===== src/rtl/slave_input_stage.sv =====
// slave_input_stage: AXI4-Stream slave FIFO front end with band/pixel/frame tagging.
// Optional macro TLAST_CHECK_EN builds the sticky TLAST_ERROR detector; otherwise TLAST_ERROR is 0.
`timescale 1ns/1ps
`default_nettype none

module slave_input_stage #(
  parameter int DATA_WIDTH = 32,
  parameter int FIFO_DEPTH = 4,
  parameter int BANDS      = 16
) (
  input  logic                      CLK,
  input  logic                      RESET,
  input  logic                      S_AXIS_TVALID,
  input  logic [DATA_WIDTH-1:0]     S_AXIS_TDATA,
  input  logic                      S_AXIS_TLAST,
  output logic                      S_AXIS_TREADY,
  input  logic                      STOP_PIPELINE,
  output logic [DATA_WIDTH-1:0]     DATA_OUT,
  output logic                      DATA_OUT_VALID,
  output logic [$clog2(BANDS)-1:0]  BAND_INDEX,
  output logic                      PIXEL_LAST,
  output logic                      FRAME_LAST,
  output logic                      TLAST_ERROR
);

  localparam int PW = $clog2(FIFO_DEPTH);
  localparam int CW = $clog2(FIFO_DEPTH + 1);
  localparam int BW = $clog2(BANDS);
  localparam logic [CW-1:0] FULL_COUNT = CW'(FIFO_DEPTH);
  localparam logic [BW-1:0] LAST_BAND  = BW'(BANDS - 1);

  logic [DATA_WIDTH:0]   mem [FIFO_DEPTH];
  logic [PW-1:0]         rd_ptr;
  logic [PW-1:0]         wr_ptr;
  logic [CW-1:0]         count;
  logic [BW-1:0]         band_next;
  logic                  push;
  logic                  pop;
  logic                  head_last;
  logic [DATA_WIDTH-1:0] head_data;

  // Ready depends only on the registered count, never on STOP_PIPELINE.
  always_comb begin
    S_AXIS_TREADY          = (count != FULL_COUNT);
    push                   = S_AXIS_TVALID && S_AXIS_TREADY;
    pop                    = !STOP_PIPELINE && (count != '0);
    {head_last, head_data} = mem[rd_ptr];
  end

  always_ff @(posedge CLK) begin
    if (push) begin
      mem[wr_ptr] <= {S_AXIS_TLAST, S_AXIS_TDATA};
    end
  end

  always_ff @(posedge CLK) begin
    if (RESET) begin
      rd_ptr <= '0;
      wr_ptr <= '0;
      count  <= '0;
    end else begin
      if (push) wr_ptr <= wr_ptr + PW'(1);
      if (pop)  rd_ptr <= rd_ptr + PW'(1);
      case ({push, pop})
        2'b10:   count <= count + CW'(1);
        2'b01:   count <= count - CW'(1);
        default: count <= count;
      endcase
    end
  end

  // band_next is the band the next popped beat will carry.
  always_ff @(posedge CLK) begin
    if (RESET) begin
      DATA_OUT       <= '0;
      DATA_OUT_VALID <= 1'b0;
      BAND_INDEX     <= '0;
      FRAME_LAST     <= 1'b0;
      band_next      <= '0;
    end else if (!STOP_PIPELINE) begin
      if (pop) begin
        DATA_OUT       <= head_data;
        FRAME_LAST     <= head_last;
        DATA_OUT_VALID <= 1'b1;
        BAND_INDEX     <= band_next;
        band_next      <= (head_last || band_next == LAST_BAND) ? '0 : band_next + BW'(1);
      end else begin
        DATA_OUT_VALID <= 1'b0;
      end
    end
  end

  assign PIXEL_LAST = (BAND_INDEX == LAST_BAND);

`ifdef TLAST_CHECK_EN
  always_ff @(posedge CLK) begin
    if (RESET) begin
      TLAST_ERROR <= 1'b0;
    end else if (pop && head_last && band_next != LAST_BAND) begin
      TLAST_ERROR <= 1'b1;
    end
  end
`else
  assign TLAST_ERROR = 1'b0;
`endif

endmodule

`default_nettype wire

===== config.mk =====
export PLATFORM = sky130hd
export DESIGN_NAME = slave_input_stage
export DESIGN_NICKNAME = d
export VERILOG_FILES = /design/src/rtl/slave_input_stage.sv
export SDC_FILE = /design/constraint.sdc
export NUM_CORES = 1
export LEC_CHECK = 0
export ABC_AREA = 1
export BUFFER_PORTS_ARGS = -buffer_cell sky130_fd_sc_hd__buf_2
export CAP_MARGIN = 20
export CORE_ASPECT_RATIO = 0.8
export CORE_MARGIN = 2
export CORE_UTILIZATION = 40
export DETAILED_ROUTE_END_ITERATION = 10
export PLACE_DENSITY = 0.64
export SLEW_MARGIN = 5
export SYNTH_ARGS = -nofsm -noshare
export SYNTH_HDL_FRONTEND = slang
export SYNTH_SLANG_ARGS = --single-unit

===== constraint.sdc =====
create_clock -name CLK -period 4.15 [get_ports CLK]
set_clock_uncertainty 0.15 [all_clocks]
set_input_delay 1.245 -clock CLK [delete_from_list [all_inputs] [get_ports CLK]]
set_output_delay 1.245 -clock CLK [all_outputs]
set_load 0.05 [all_outputs]

==> reports/qor.yml <==
synth:
  synth_xor_area_share_pct: 0
  syn_avg_cell_area_sq_um: 11.4
  yosys.area_share.simple_pct: 11.7
  synth_area_sq_um: 6980
  ys.flop_type: "edfxtp_1"
  synthTopCellsByCount: "nor2_1, edfxtp_1, o21ai_1"
  synth_top_family_by_area: "simple AND/OR/NAND/NOR gates"
  synthMuxAreaShare_pct: 0
  synthTopCellsByArea: "edfxtp_1, dfxtp_1, nor2_1"
  ys_ff_latch: 183
  async_flop_share_pct: 0
  yosysMostFrequentCell: "nor2_1"
  synth_edf_count: 132
  yosys.area.top_type: "edfxtp_1"
  ys_seq_area_share_pct: 71.5
  synthCells: 610
  synth.distinct_cells: 20
  synth_top_area_share_pct: 56.8
  synth_compound_area_share_pct: 11.0
  synth_fa_ha_area_share_pct: 1.36
  yosys_warnings: 0
  synth_nets: 654
layout:
  layout.nets: 725
  fill_cells: 1625
  drive_gt1_share_pct: 18.2
  regArea_sq_um: 4990
  multi_input_area_sq_um: 1710
  syn_to_final_growth_pct: 15.9
  final_util_pct: 47.0
  num_antenna_cells: 0
floorplan:
  core_sq_um: 17200
  die_area_sq_um: 18500
  start_util_pct: 40.5
  row_count: 43
  ios: 78
  chipWidth_um: 152
  die_h_um: 122
setup_path:
  cp_top_family: "simple AND/OR/NAND/NOR gates"
  cp_slowest_cell: "nor2_4"
  criticalPathCategory: "in2reg"
  critPathBufInv: 2
  worst_ep_required_time_ns: 4.15
  worstPathMaxFanout: 25
  cp_cell_sequence: "buf_2 -> nand2_1 -> nor2_4 -> buf_4"
  worst-r2r-cell-count: 11
  cp.depth: 4
  r2r_end: "count[2]"
  reg2reg_slack_ns: 1.83
  startpoint: "S_AXIS_TVALID"
  regToRegStartpoint: "count[1]"
  worstSetupEndpoint: "mem[1][31]"
  arrival_ns: 2.69
  max_stage_delay_ns: 0.77
  start_kind: "primary input"
  end_kind: "flop"
timing:
  layout_min_cycle_time_ns: 2.69
  relSlewSlack_pct: 43.6
  setup_viol: 0
  final_hold_viol_count: 0
  setup-tns-final_ns: 0
  slew_viol_final: 0
  hold_slack_ns: 0.318
  period_share_pct: 64.9
  worst_pin_slew_ns: 0.844
  fmax_mhz: 371
  rsz0062_at_grt: "no"
global_route:
  grt-ovfl-total: 0
  grt_pass1_vias: 4491
  grt_pass1_wl_um: 22800
  grt_max_degree: 67
  grt_usage_pct: 16.4
  antenna_found_initial: 0
drt:
  wl_um: 14500
  wl_per_cell_um: 15.7
  ant_nets: 0
  viasPerCell: 4.97
  drtIter0Drc: 262
  met3_length_um: 766
  wl_met2_um: 7340
  num_vias: 4564
  drc_errors: 0
  detail_route.first_pass.iterations: 5
  top_layer: "met4"
  wl_met1_um: 6210
clock_tree:
  clock_latency_ns: 0.43
  clock_sinks: 183
  cts_max_path_buffers: 2
  clk_pin_slew_ns: 0.06
  ctsResizeCount: 0
  cts_hold_buf: 0
  post_cts_buffers: 0
  cts-root-buf: "clkbuf_16"
  cts_buffers: 17
  htreeDepth: 4
  cts_tree: "done"
power_and_ir_drop:
  leakagePower_nw: 3.01
  ir_worst_vdd_v: 0.000335
  power_w: 0.00540
  power_density_nw_per_um2: 668
run_status:
  status: "complete, no violations"
job:
  max_cap_viol_count: 0
place:
  io_buffers: 76
  routabilityCongestion: 0.790
  dpl.hpwl_um: 8540
min_path:
  hold_path_class: "reg2reg"
## tightest hold or removal path, delay by kind of cell, from the launching register on
family	cells	cell delay, ns
AO/OA/AOI/OAI	1	0.05
flip-flops	1	0.31
AND/OR/NAND/NOR	1	0.05
## layout by cell type (no fill, tap or decap), types with 2 or more instances in the layout
cell type   count
a21oi_1        16
buf_12          2
buf_2          76
buf_4           9
clkbuf_1        2
clkbuf_16      17
clkinv_1        2
clkinv_2        3
clkinvlp_4      2
dfxtp_1        50
edfxtp_1      132
ha_1            6
inv_1          15
inv_2           4
inv_6           3
nand2_1        28
nand3_1         8
nor2_1        169
nor2_4          4
o21ai_0        29
o21ai_1       108
## power breakdown
group,internal [W],leakage (nW),switching [W],total [W]
clock,0.000841,0.266,0.000672,0.00151
sequential,0.00224,1.63,0.000107,0.00234
combinational,0.000385,1.12,0.00115,0.00154
total,0.00346,3.01,0.00193,0.00540
## worst min path at each step
| stage | from | endpoint | slack (ns) | cells after the start |
|---|---|---|---|---|
| 6_report | DATA_OUT_VALID | DATA_OUT_VALID | 0.32 | 2 |
| 3_5_place_dp | DATA_OUT_VALID | DATA_OUT_VALID | 0.30 | 2 |
| 2_1_floorplan | rd_ptr[1] | flop | 0.28 | 2 |
| 4_1_cts | DATA_OUT_VALID | DATA_OUT_VALID | 0.31 | 2 |
| 3_3_place_gp | rd_ptr[1] | flop | 0.29 | 2 |
| 5_1_grt | BAND_INDEX[0] | BAND_INDEX[0] | 0.35 | 2 |
## layer usage
| metal | vias to the layer above | track usage (%) |
|---|---|---|
| met3 | 12 | 5.02 |
| met2 | 104 | 27.8 |
| li1 | 2253 | - |
| met1 | 2195 | 20.0 |
| met5 | - | 0 |
| met4 | 0 | 5.79 |
## stage by stage
| stage | setup slack [ns] | area [sq um] | std cells |
|---|---|---|---|
| 3_5_place_dp | 0.954 | 7490 | 885 |
| 5_1_grt | 1.30 | 8080 | 919 |
| 6_report | 1.46 | 8080 | 919 |
| 3_3_place_gp | 0.996 | 7490 | 885 |
| 4_1_cts | 1.42 | 8040 | 917 |
| 2_1_floorplan | 0.734 | 6980 | 610 |
## cells by family after synthesis
kind of cell / count (synthesis)
compound gates: 153
buf+inv: 54
flops: 183
other cells: 1
simple gates: 212
fa+ha+maj: 7
## sequential cells by signal, summed over array words and instances, names as in the netlist, named ones only
signal          cells
rd_ptr              2
wr_ptr              2
mem               132
count               3
BAND_INDEX          4
band_next           4
FRAME_LAST          1
DATA_OUT_VALID      1
DATA_OUT           32
## layout make-up
| type | instances | share of cell area, % |
|---|---|---|
| well taps | 225 | 3.48 |
| clock inverters | 12 | 1.27 |
| repair buffers | 87 | 6.04 |
| multi-input cells | 373 | 21.1 |
| flip-flops and latches | 183 | 61.7 |
| clock buffers | 20 | 5.53 |
| inverters | 19 | 0.882 |
(Power assumes the default switching activity.)
